[src/rtl/timer_pkg.sv]
// Shared mode encoding, widths and button-event arbitration for the countdown timer.
package timer_pkg;

  localparam int NUM_W        = 13;
  localparam int SECS_PER_MIN = 60;

  // Mode values match the text table inside pixel_Gen; 2'b11 has no meaning.
  typedef enum logic [1:0] {
    ST_FINISHED = 2'b00,
    ST_STOPPED  = 2'b01,
    ST_COUNTING = 2'b10
  } mode_e;

  typedef enum logic [2:0] {
    EV_NONE,
    EV_CLEAR,
    EV_STOP,
    EV_START,
    EV_INC_MIN,
    EV_INC_SEC
  } event_e;

  // Only the highest-priority event of a cycle is acted on.
  function automatic event_e pick_event(input logic clear, input logic stop,
                                        input logic start, input logic inc_min,
                                        input logic inc_sec);
    event_e ev;
    ev = EV_NONE;
    if (clear)        ev = EV_CLEAR;
    else if (stop)    ev = EV_STOP;
    else if (start)   ev = EV_START;
    else if (inc_min) ev = EV_INC_MIN;
    else if (inc_sec) ev = EV_INC_SEC;
    return ev;
  endfunction

endpackage

[src/rtl/timer_ctrl_btn_edge.sv]
// Two-flop synchronizer followed by a registered rising-edge detector.
module btn_edge (
  input  logic clk,
  input  logic rst_n,
  input  logic in,
  output logic pulse
);

  logic sync1_q, sync1_d;
  logic sync2_q, sync2_d;
  logic prev_q, prev_d;
  logic pulse_q, pulse_d;

  always_comb begin
    sync1_d = in;
    sync2_d = sync1_q;
    prev_d  = sync2_q;
    pulse_d = sync2_q & ~prev_q;
  end

  always_ff @(posedge clk) begin
    if (!rst_n) begin
      sync1_q <= 1'b0;
      sync2_q <= 1'b0;
      prev_q  <= 1'b0;
      pulse_q <= 1'b0;
    end else begin
      sync1_q <= sync1_d;
      sync2_q <= sync2_d;
      prev_q  <= prev_d;
      pulse_q <= pulse_d;
    end
  end

  assign pulse = pulse_q;

endmodule

[src/rtl/timer_ctrl.sv]
// Countdown-timer controller: button handling, 1 Hz countdown, mode sequencing and
// frame-synchronous commit of the displayed count and mode.
module timer_ctrl
  import timer_pkg::*;
#(
  parameter int CLK_HZ      = 25_000_000,
  parameter int MAX_SECONDS = 5999,
  parameter int NUM_W       = timer_pkg::NUM_W
) (
  input  logic             clk,
  input  logic             rst_n,
  input  logic             btn_start,
  input  logic             btn_stop,
  input  logic             btn_clear,
  input  logic             btn_inc_min,
  input  logic             btn_inc_sec,
  input  logic             frame_sync,
  output logic [NUM_W-1:0] num,
  output logic [1:0]       state,
  output logic             done,
  output logic             alarm
);

  localparam int PS_W = (CLK_HZ > 1) ? $clog2(CLK_HZ) : 1;
  localparam logic [PS_W-1:0]  PS_LAST  = PS_W'(CLK_HZ - 1);
  localparam logic [NUM_W-1:0] MAX_CNT  = NUM_W'(MAX_SECONDS);
  localparam logic [NUM_W-1:0] MIN_STEP = NUM_W'(SECS_PER_MIN);

  logic ev_start, ev_stop, ev_clear, ev_inc_min, ev_inc_sec;

  btn_edge u_start   (.clk(clk), .rst_n(rst_n), .in(btn_start),   .pulse(ev_start));
  btn_edge u_stop    (.clk(clk), .rst_n(rst_n), .in(btn_stop),    .pulse(ev_stop));
  btn_edge u_clear   (.clk(clk), .rst_n(rst_n), .in(btn_clear),   .pulse(ev_clear));
  btn_edge u_inc_min (.clk(clk), .rst_n(rst_n), .in(btn_inc_min), .pulse(ev_inc_min));
  btn_edge u_inc_sec (.clk(clk), .rst_n(rst_n), .in(btn_inc_sec), .pulse(ev_inc_sec));

  mode_e            mode_q, mode_d;
  logic [NUM_W-1:0] count_q, count_d;
  logic [PS_W-1:0]  ps_q, ps_d;
  logic             done_q, done_d;
  logic             alarm_q, alarm_d;
  logic [NUM_W-1:0] num_q, num_d;
  logic [1:0]       state_q, state_d;

  event_e           ev;
  logic             wrap;
  logic [PS_W-1:0]  ps_next;

  always_comb begin
    ev      = pick_event(ev_clear, ev_stop, ev_start, ev_inc_min, ev_inc_sec);
    wrap    = (ps_q == PS_LAST);
    ps_next = wrap ? '0 : ps_q + 1'b1;

    mode_d  = mode_q;
    count_d = count_q;
    ps_d    = ps_q;
    done_d  = 1'b0;
    alarm_d = alarm_q;

    // Display shadows only follow the live values on a frame boundary.
    num_d   = frame_sync ? count_q : num_q;
    state_d = frame_sync ? mode_q  : state_q;

    case (mode_q)
      ST_STOPPED: begin
        alarm_d = 1'b0;
        case (ev)
          EV_INC_SEC: count_d = (count_q >= MAX_CNT) ? MAX_CNT : count_q + 1'b1;
          EV_INC_MIN: count_d = (count_q > MAX_CNT - MIN_STEP) ? MAX_CNT : count_q + MIN_STEP;
          EV_CLEAR:   count_d = '0;
          EV_START:   if (count_q != '0) mode_d = ST_COUNTING;
          default:    ;
        endcase
      end

      // A stop holds the prescaler so that a resume finishes the interrupted second.
      ST_COUNTING: begin
        case (ev)
          EV_CLEAR: begin
            mode_d  = ST_STOPPED;
            count_d = '0;
            ps_d    = '0;
          end
          EV_STOP: mode_d = ST_STOPPED;
          default: begin
            ps_d = ps_next;
            if (wrap && count_q != '0) begin
              count_d = count_q - 1'b1;
              if (count_q == NUM_W'(1)) begin
                mode_d = ST_FINISHED;
                done_d = 1'b1;
              end
            end
          end
        endcase
      end

      ST_FINISHED: begin
        if (ev == EV_CLEAR || ev == EV_STOP || ev == EV_START) begin
          mode_d  = ST_STOPPED;
          count_d = '0;
          alarm_d = 1'b0;
          ps_d    = '0;
        end else begin
          ps_d = ps_next;
          if (wrap) alarm_d = ~alarm_q;
        end
      end

      default: mode_d = ST_STOPPED;
    endcase
  end

  always_ff @(posedge clk) begin
    if (!rst_n) begin
      mode_q  <= ST_STOPPED;
      count_q <= '0;
      ps_q    <= '0;
      done_q  <= 1'b0;
      alarm_q <= 1'b0;
      num_q   <= '0;
      state_q <= ST_STOPPED;
    end else begin
      mode_q  <= mode_d;
      count_q <= count_d;
      ps_q    <= ps_d;
      done_q  <= done_d;
      alarm_q <= alarm_d;
      num_q   <= num_d;
      state_q <= state_d;
    end
  end

  assign num   = num_q;
  assign state = state_q;
  assign done  = done_q;
  assign alarm = alarm_q;

endmodule

[config.mk]
export PLATFORM = sky130hd
export DESIGN_NAME = timer_ctrl
export DESIGN_NICKNAME = d
export VERILOG_FILES = /design/src/rtl/timer_pkg.sv /design/src/rtl/timer_ctrl_btn_edge.sv /design/src/rtl/timer_ctrl.sv
export SDC_FILE = /design/constraint.sdc
export NUM_CORES = 1
export LEC_CHECK = 0
export BUFFER_PORTS_ARGS = -buffer_cell sky130_fd_sc_hd__buf_2
export CORE_UTILIZATION = 65
export CTS_BUF_LIST = sky130_fd_sc_hd__clkbuf_4
export DETAILED_ROUTE_END_ITERATION = 7
export GPL_TIMING_DRIVEN = 0
export PLACE_DENSITY = 0.82
export REMOVE_ABC_BUFFERS = 1
export SYNTH_ARGS = -nofsm -noshare
export SYNTH_HDL_FRONTEND = slang
export SYNTH_SLANG_ARGS = --single-unit
[constraint.sdc]
create_clock -name clk -period 6.7 [get_ports clk]
set_clock_uncertainty 0.1 [all_clocks]
set_input_delay 0.67 -clock clk [delete_from_list [all_inputs] [get_ports clk]]
set_output_delay 0.67 -clock clk [all_outputs]
set_load 0.005 [all_outputs]
==> results of run 1 <==
-- metrics by stage --
| stage | hold WS (ns) | instance area [sq um] | cells | worst slack (ns) |
|---|---|---|---|---|
| floorplan | 0.267 | 3970 | 465 | 4.39 |
| global placement | 0.271 | 4180 | 564 | 3.88 |
| detailed placement | 0.272 | 4180 | 564 | 3.80 |
| CTS | 0.280 | 4330 | 580 | 3.75 |
| global route | 0.300 | 4330 | 580 | 3.46 |
| finish | 0.278 | 4330 | 580 | 3.62 |
-- final timing paths --
path	from	to	slack, ns
max	count_q[8]	count_q[0]	3.62
max reg2reg	count_q[8]	count_q[0]	3.62
min	u_inc_sec.prev_q	u_inc_sec.pulse	0.28
min reg2reg	u_inc_sec.prev_q	u_inc_sec.pulse	0.28
-- kinds of logic (layout without fill, tap and decap cells) --
family                   after synthesis  count (layout)  share of synthesized area (%)
multiplexers                          16              16                           3.90
adder cells (fa/ha/maj)                8               8                           2.44
flip-flops                            77              77                           37.6
AND/OR/NAND/NOR                      227             227                           28.3
buffers and inverters                 40              49                           4.15
XOR/XNOR                              35              35                           7.47
AO/OA/AOI/OAI                         93              93                           16.1
-- sequential cells by signal, summed over array words and instances, names as in the netlist, 2 cells and up --
signal,count
count_q,13
num,13
ps_q,25
state,2
mode_q,2
-- layout make-up --
cell class | count | area share, %
clock buffers | 9 | 1.56
inverters | 9 | 0.781
repair buffers | 24 | 2.78
clock inverters | 7 | 1.85
well taps | 75 | 2.17
flip-flops and latches | 77 | 35.6
multi-input cells | 379 | 55.2
-- critical path: cells and delay by family (launching register included) --
family             cells  cell delay, ns
AOI/OAI and AO/OA      2            0.62
DFF                    1            0.72
and+or+nand+nor        4            1.54
-- metal layers --
layer  routed length (um)  GRT usage (%)  up-vias
met3                  819           5.89       23
met2                 4000           44.2      156
li1                     -              -     1760
met5                    0              0        -
met4                  177           12.0        0
met1                 4310           43.3     1680
-- Yosys cell counts, drive strengths merged, types with 14 or more instances --
| cell | count | area, sq um |
|---|---|---|
| dfxtp | 77 | 1540 |
| nor2 | 69 | 262 |
| nand2 | 40 | 153 |
| a21oi | 27 | 135 |
| xnor2 | 21 | 184 |
| o21ai | 19 | 106 |
| nand3 | 18 | 90.1 |
| and2 | 17 | 106 |
| clkbuf | 17 | 63.8 |
| mux2i | 16 | 160 |
| nor3 | 15 | 75.1 |
| buf | 14 | 72.6 |
| xor2 | 14 | 123 |
-- report_power, final --
| group | internal [mW] | total [mW] | switching, mW |
|---|---|---|---|
| sequential | 0.467 | 0.484 | 0.0165 |
| clock | 0.120 | 0.302 | 0.182 |
| combinational | 0.0352 | 0.0907 | 0.0556 |
==> flow_summary_export.csv, run 1 <==
group,metric,value,unit
clocking,cts_setup_buffers,0,
floorplanning,core,0.00599,sq mm
min_path,hp-class,"reg2reg",
floorplanning,boundaryPins,25,
pwr,peakVddDrop,0.177,mV
cells_and_area,finalNetCount,516,
floorplanning,die_height,81.4,um
cells_and_area,final_common_cell,"dfxtp_1",
routing,via_per_inst,6.24,
critical_path,required,6.93,ns
floorplanning,num_rows,28,
yosys,syn_area_per_cell,8.27,sq um
sta,slew_headroom,-0.301,%
critical_path,cp.arrival,3.31,ns
cells_and_area,final_cell_mix,"77 x dfxtp_1, 68 x nor2_1, 39 x nand2_1",
cells_and_area,fill_cells,480,
routing,final_antenna_net_count,0,
global_routing,grt_max_degree,34,
sta,setup_violations,0,
cells_and_area,n_antenna_cell,0,
yosys,synthArstFlopShare,0,%
routing,first_pass_iters,5,
floorplanning,die_w,81.4,um
critical_path,critPathCaptureType,"flip-flop",
clocking,cts.sinks,77,
critical_path,max_stage_delay,0.72,ns
cells_and_area,multi_input_area,0.00239,sq mm
clocking,hold_buffers,0,
critical_path,critPathLaunchType,"flip-flop",
critical_path,cpMaxStageDelayCell,"dfxtp_1",
clocking,worst_skew_pair.late_latency,0.44,ns
cells_and_area,drive_above_1_share,10.9,%
clocking,htreeDepth,3,
job,cap_violations,1,
sta,finalMaxSlewViolations,11,
pwr,power_leakage,1.63,nW
yosys,ys_types,61,
global_routing,grtUsageTotal,30.2,%
placement,dp_hpwl,6360,um
sta,rsz0062_at_grt,"no",
pwr,p_total,877,uW
critical_path,crit_type,"reg2reg",
min_path,min_delay_path_depth,1,
critical_path,rr_worst_depth,6,
clocking,cts_resized,0,
cells_and_area,utilization,72.2,%
clocking,cts_tree,"yes",
yosys,synth_edf_count,0,
status,violations,"capacitance limit, slew limit",
global_routing,grt_pass1_wl,15200,um
pwr,power.density,203,mW/mm^2
sta,worst_pin_slew,1.50,ns
clocking,numCtsBuffers,9,
critical_path,critical_path_peak_fanout,15,
status,status,"finished, violations left",
sta,fmax,0.324,GHz
yosys,synth_seq_cells,77,
routing,drt-initial-drc-count,386,
clocking,cts-root-buf,"clkbuf_4",
cells_and_area,seq_area,0.00154,sq mm
placement,numPortBuffers,24,
clocking,cts_buffer_depth,2,
placement,place.gp.congestion,1.02,
sta,period_needed,3.08,ns
global_routing,overflow,0,
routing,route.detailed.drc,0,
critical_path,cp_cell_sequence,"nand4_1, or3_1, o22ai_2, nand3_1, and2_1, a211oi_1",
global_routing,grt_pass1_vias,3197,
sta,post-route-period-util,46.0,%
routing,vias,3619,
yosys,yosysWarningCount,0,
sta,hold_violations,0,
floorplanning,die-area,0.00663,sq mm
routing,wl,9310,um
floorplanning,start_util,68.5,%
cells_and_area,area_growth,5.49,%
yosys,synth-seq-area-share,37.6,%
global_routing,antenna_found_initial,0,
yosys,syn_area,0.00410,sq mm
clocking,path_clk_slew,0.15,ns
yosys,synth_cells,496,
sta,finalSetupTns,0,ns
yosys,synth_ff_type,"dfxtp_1",
routing,routedWlPerCell,16.0,um
No activity file was read; power rests on OpenSTA's default activity.
==> run 2: changes to the inputs <==
--- a/config.mk
+++ b/config.mk
@@ -6,11 +6,11 @@
 export NUM_CORES = 1
 export LEC_CHECK = 0
 export BUFFER_PORTS_ARGS = -buffer_cell sky130_fd_sc_hd__buf_2
-export CORE_UTILIZATION = 65
+export CORE_UTILIZATION = 57
 export CTS_BUF_LIST = sky130_fd_sc_hd__clkbuf_4
 export DETAILED_ROUTE_END_ITERATION = 7
 export GPL_TIMING_DRIVEN = 0
-export PLACE_DENSITY = 0.82
+export PLACE_DENSITY = 0.76
 export REMOVE_ABC_BUFFERS = 1
 export SYNTH_ARGS = -nofsm -noshare
 export SYNTH_HDL_FRONTEND = slang
==> constraint.sdc (replaced) <==
create_clock -name clk -period 2.7 [get_ports clk]
set_clock_uncertainty 0.1 [all_clocks]
set_input_delay 0.27 -clock clk [delete_from_list [all_inputs] [get_ports clk]]
set_output_delay 0.27 -clock clk [all_outputs]
set_load 0.005 [all_outputs]
==> run 2 against run 1 <==
Worst hold slack worse by 0.071 ns; the flow now finishes without violations; design area increased by 2.1%; highest routed layer unchanged; non-clock buffer count up 5.
==> flow_summary_export.csv, run 2 (synthesized netlist as in run 1, its figures left out) <==
group,metric,value,unit
status,status,"finished clean",
sta,setup_violations,0,
cells_and_area,finalNetCount,522,
routing,vias,3700,
cells_and_area,drive_above_1_share,13.1,%
job,cap_violations,0,
critical_path,crit_type,"reg2reg",
cells_and_area,n_antenna_cell,0,
global_routing,antenna_found_initial,0,
cells_and_area,largest_reg_flops,25,
global_routing,grtUsageTotal,26.8,%
routing,routedWlPerCell,15.9,um
critical_path,required,2.90,ns
sta,hold_violations,0,
floorplanning,start_util,59.7,%
cells_and_area,fill_cells,615,
sta,rsz0062_at_grt,"no",
floorplanning,die_height,86.8,um
critical_path,cp.arrival,2.79,ns
sta,slew_headroom,34.0,%
clocking,cts_tree,"yes",
clocking,worst_skew_pair.late_latency,0.43,ns
min_path,hp-class,"in2reg",
placement,place_area,0.00421,sq mm
sta,worst_hold_slack,0.207,ns
pwr,power_leakage,1.65,nW
routing,via_per_inst,6.11,
clocking,cts_setup_buffers,0,
clocking,htreeDepth,3,
floorplanning,num_rows,30,
cells_and_area,max_flop_register,"ps_q",
routing,wl,9630,um
routing,final_antenna_net_count,0,
global_routing,overflow,0,
cells_and_area,final_cell_mix,"68 x nor2_1, 67 x dfxtp_1, 39 x nand2_1",
sta,finalSetupTns,0,ns
sta,post-route-period-util,95.6,%
pwr,peakVddDrop,0.332,mV
floorplanning,core,0.00687,sq mm
global_routing,grt_max_degree,34,
cells_and_area,utilization,64.3,%
cells_and_area,area_growth,7.72,%
placement,numPortBuffers,24,
routing,route.detailed.drc,0,
critical_path,critical_path_peak_fanout,12,
placement,place.gp.congestion,0.987,
cells_and_area,seq_area,0.00155,sq mm
floorplanning,boundaryPins,25,
placement,dp.cells,585,
clocking,path_clk_slew,0.13,ns
global_routing,grt_pass1_wl,15700,um
cells_and_area,final_common_cell,"nor2_1",
sta,fmax,0.387,GHz
clocking,cts.sinks,77,
cells_and_area,fin_cells,606,
cells_and_area,finish.instance_area,0.00442,sq mm
critical_path,critPathCaptureType,"flip-flop",
clocking,cts_buffer_depth,2,
routing,first_pass_iters,5,
clocking,cts-root-buf,"clkbuf_4",
floorplanning,die_w,86.8,um
sta,worst_pin_slew,0.988,ns
sta,period_needed,2.58,ns
clocking,numCtsBuffers,9,
placement,dp_hpwl,6430,um
critical_path,critPathLaunchType,"flip-flop",
routing,drt-initial-drc-count,349,
sta,finalMaxSlewViolations,0,
global_routing,grt_pass1_vias,3251,
cells_and_area,multi_input_area,0.00243,sq mm
floorplanning,die-area,0.00754,sq mm
pwr,power.density,458,mW/mm^2
[run 2: routing by layer]
layer  vias to the layer above  global-route usage [%]  part of all wire, %
met5                         -                       0                    0
met4                         0                    9.24                  1.9
met3                        21                    4.67                  6.5
met2                       160                    40.1                   43
met1                      1744                    38.8                   49
li1                       1775                       -                    -
[run 2: worst paths after layout]
kind | end | slack [ns] | start | cells after the start
setup / recovery | ps_q[7] | 0.12 | ps_q[8] | 6
setup reg to reg | ps_q[7] | 0.12 | ps_q[8] | 6
hold reg to reg | u_start.pulse | 0.29 | u_start.prev_q | 1
hold / removal | state[0] | 0.21 | rst_n | 2
[run 2: worst max-delay path, stage by stage (launching register included)]
cell     delay [ns]
dfxtp_1        0.37
or4b_1         0.51
or4_4          0.46
nor2_2         0.24
nor2_1         0.16
o21ai_2        0.51
nor2_1         0.11
[run 2: area by class of cell]
cell class / instances / share of cell area [%]
clock inverter: 6 / 0.878
sequential: 77 / 35.2
clock buffer: 9 / 1.53
inverter: 9 / 0.764
tap: 96 / 2.72
timing repair buffer: 29 / 3.85
multi-input combinational: 380 / 55.1
[run 2: timing repair]
action,4_1_cts,5_1_grt
hold endpoints to repair,5,0
pin swaps,0,1
hold buffers,5,0
resized for setup,8,7
cloned,0,1
setup endpoints to repair,6,9
[run 2: per-stage QoR]
stage,power [mW],setup WS (ns)
2_1_floorplan,1.37,0.387
3_3_place_gp,1.44,-0.116
3_5_place_dp,1.44,-0.162
4_1_cts,2.03,0.0464
5_1_grt,2.13,0.00788
6_report,2.02,0.119
[run 2: power by group]
group	internal, mW	switching, mW
registers	1.16	0.0405
logic	0.0928	0.141
clock network	0.185	0.402
total	1.44	0.584
==> run 3: changes to the inputs <==
--- a/config.mk
+++ b/config.mk
@@ -6,11 +6,11 @@
 export NUM_CORES = 1
 export LEC_CHECK = 0
 export BUFFER_PORTS_ARGS = -buffer_cell sky130_fd_sc_hd__buf_2
-export CORE_UTILIZATION = 57
+export CORE_UTILIZATION = 40
 export CTS_BUF_LIST = sky130_fd_sc_hd__clkbuf_4
 export DETAILED_ROUTE_END_ITERATION = 7
 export GPL_TIMING_DRIVEN = 0
-export PLACE_DENSITY = 0.76
+export PLACE_DENSITY = 0.56
 export REMOVE_ABC_BUFFERS = 1
 export SYNTH_ARGS = -nofsm -noshare
 export SYNTH_HDL_FRONTEND = slang
==> constraint.sdc (replaced) <==
create_clock -name clk -period 2.7 [get_ports clk]
set_clock_uncertainty 0.1 [all_clocks]
set_input_delay 0.27 -clock clk [delete_from_list [all_inputs] [get_ports clk]]
set_output_delay 0.27 -clock clk [all_outputs]
set_load 0.1 [all_outputs]
==> run 3 against run 2 <==
Sequential power barely moved; routed wire length rose by 4.0%; non-clock buffer count rose by 3; maximum frequency rose by 0.32%; largest cell class unchanged; highest routed layer unchanged.
==> flow_summary_export.csv, run 3 (synthesized netlist as in run 1, its figures left out) <==
group,metric,value,unit
sta,setup_violations,0,
cells_and_area,final_cell_mix,"68 x nor2_1, 67 x dfxtp_1, 39 x nand2_1",
pwr,power.density,457,mW/mm^2
critical_path,required,2.93,ns
sta,worst_pin_slew,1.09,ns
routing,route.detailed.drc,0,
placement,dp.cells,623,
routing,first_pass_iters,5,
critical_path,r2r_end,"count_q[0]",
clocking,cts_tree,"yes",
global_routing,met3_usage,5.71,%
placement,place.gp.congestion,0.903,
min_path,min_to,"state[0]",
critical_path,cp.arrival,2.81,ns
min_path,min_delay_path_depth,2,
critical_path,rr_worst_depth,6,
routing,routedWlPerCell,15.5,um
sta,post-route-period-util,95.3,%
floorplanning,num_rows,36,
cells_and_area,largest_reg_flops,25,
job,cap_violations,0,
floorplanning,die_height,103,um
global_routing,grt_pass1_vias,3163,
sta,rsz0062_at_grt,"no",
status,status,"finished clean",
global_routing,grt_max_degree,34,
placement,numPortBuffers,24,
clocking,path_clk_slew,0.12,ns
clocking,numCtsBuffers,9,
global_routing,grt.busiest_layer,"met2",
clocking,cts_buffer_depth,2,
pwr,power_leakage,1.67,nW
routing,vias,3612,
floorplanning,core,0.00986,sq mm
routing,drt-initial-drc-count,192,
critical_path,r2r_slack,0.13,ns
clocking,cts-root-buf,"clkbuf_4",
routing,wl,10000,um
cells_and_area,fin_cells,646,
global_routing,grtUsageTotal,19.7,%
global_routing,antenna_found_initial,0,
global_routing,use_met1,27.7,%
clocking,htreeDepth,3,
global_routing,overflow,0,
critical_path,critPathLaunchType,"flip-flop",
cells_and_area,max_flop_register,"ps_q",
cells_and_area,n_antenna_cell,0,
critical_path,critPathCaptureType,"flip-flop",
min_path,hp-class,"in2reg",
critical_path,crit_type,"reg2reg",
critical_path,critical_path_peak_fanout,15,
routing,via_per_inst,5.59,
sta,finalMaxSlewViolations,0,
global_routing,grt_use_met2,29.4,%
cells_and_area,utilization,45.4,%
floorplanning,start_util,41.6,%
floorplanning,die_w,103,um
sta,period_needed,2.57,ns
cells_and_area,area_growth,9.27,%
placement,dp_hpwl,6740,um
routing,final_antenna_net_count,0,
global_routing,grt_pass1_wl,16000,um
clocking,worst_skew_pair.late_latency,0.43,ns
pwr,peakVddDrop,0.290,mV
cells_and_area,drive_above_1_share,13.3,%
floorplanning,boundaryPins,25,
sta,hold_violations,0,
sta,slew_headroom,27.0,%
cells_and_area,final_common_cell,"nor2_1",
critical_path,rr_startpoint,"count_q[8]",
floorplanning,die-area,0.0107,sq mm
min_path,worstHoldStart,"rst_n",
cells_and_area,finalNetCount,525,
clocking,cts.sinks,77,
sta,fmax,0.389,GHz
## run 3: per-layer routing
metal	wire [um]	part of all wire [%]
met1	4930	49
met2	4460	45
met3	514	5.1
met4	112	1.1
met5	0	0
## run 3: per-stage QoR
step | hold WS, ns | setup WS, ns | cell area (sq um) | total power [mW] | setup TNS (ns)
2_1_floorplan | 0.232 | 0.387 | 3970 | 1.40 | 0
3_3_place_gp | 0.272 | -0.181 | 4250 | 1.47 | -0.686
3_5_place_dp | 0.272 | -0.203 | 4260 | 1.47 | -0.755
4_1_cts | 0.181 | 0.0157 | 4430 | 2.07 | 0
5_1_grt | 0.219 | 0.00931 | 4480 | 2.16 | 0
6_report | 0.231 | 0.127 | 4480 | 2.05 | 0
## run 3: power breakdown
group          internal (mW)  switching, mW
logic                 0.0934          0.170
clock network          0.210          0.373
registers               1.16         0.0409
## run 3: how the worst max path moves through the flow
stage                        endpoint  slack [ns]  startpoint  depth (start not counted)
final                      count_q[0]        0.13  count_q[8]                          6
after global routing      count_q[11]       0.009  count_q[8]                          6
after CTS                 count_q[11]        0.02  count_q[3]                          8
after detailed placement   count_q[0]       -0.20  count_q[8]                          6
after global placement     count_q[0]       -0.18  count_q[8]                          6
after floorplan           count_q[10]        0.39  count_q[2]                          8
## run 3: timing repair
item / CTS / global route
cloned: 0 / 1
endpoints found under the hold margin: 5 / 0
hold buffers: 5 / 0
setup endpoints to repair: 7 / 35
pin swaps: 0 / 2
setup buffers: 0 / 2
resized for setup: 7 / 8
## run 3: final cells by class
cell class                 count  area, sq um
clock buffer                  12         90.1
sequential                    77         1550
tap                          133          166
inverter                       9         33.8
multi-input combinational    380         2430
clock inverter                 3         13.8
timing repair buffer          32          193
fill                        1013         5380
## run 3: worst max-delay path, stage by stage, from the launching register on
cell	delay, ns
dfxtp_2	0.53
nand4_1	0.27
or3_1	0.45
o22ai_4	0.31
nand3_2	0.30
and2_1	0.30
a211oi_1	0.20
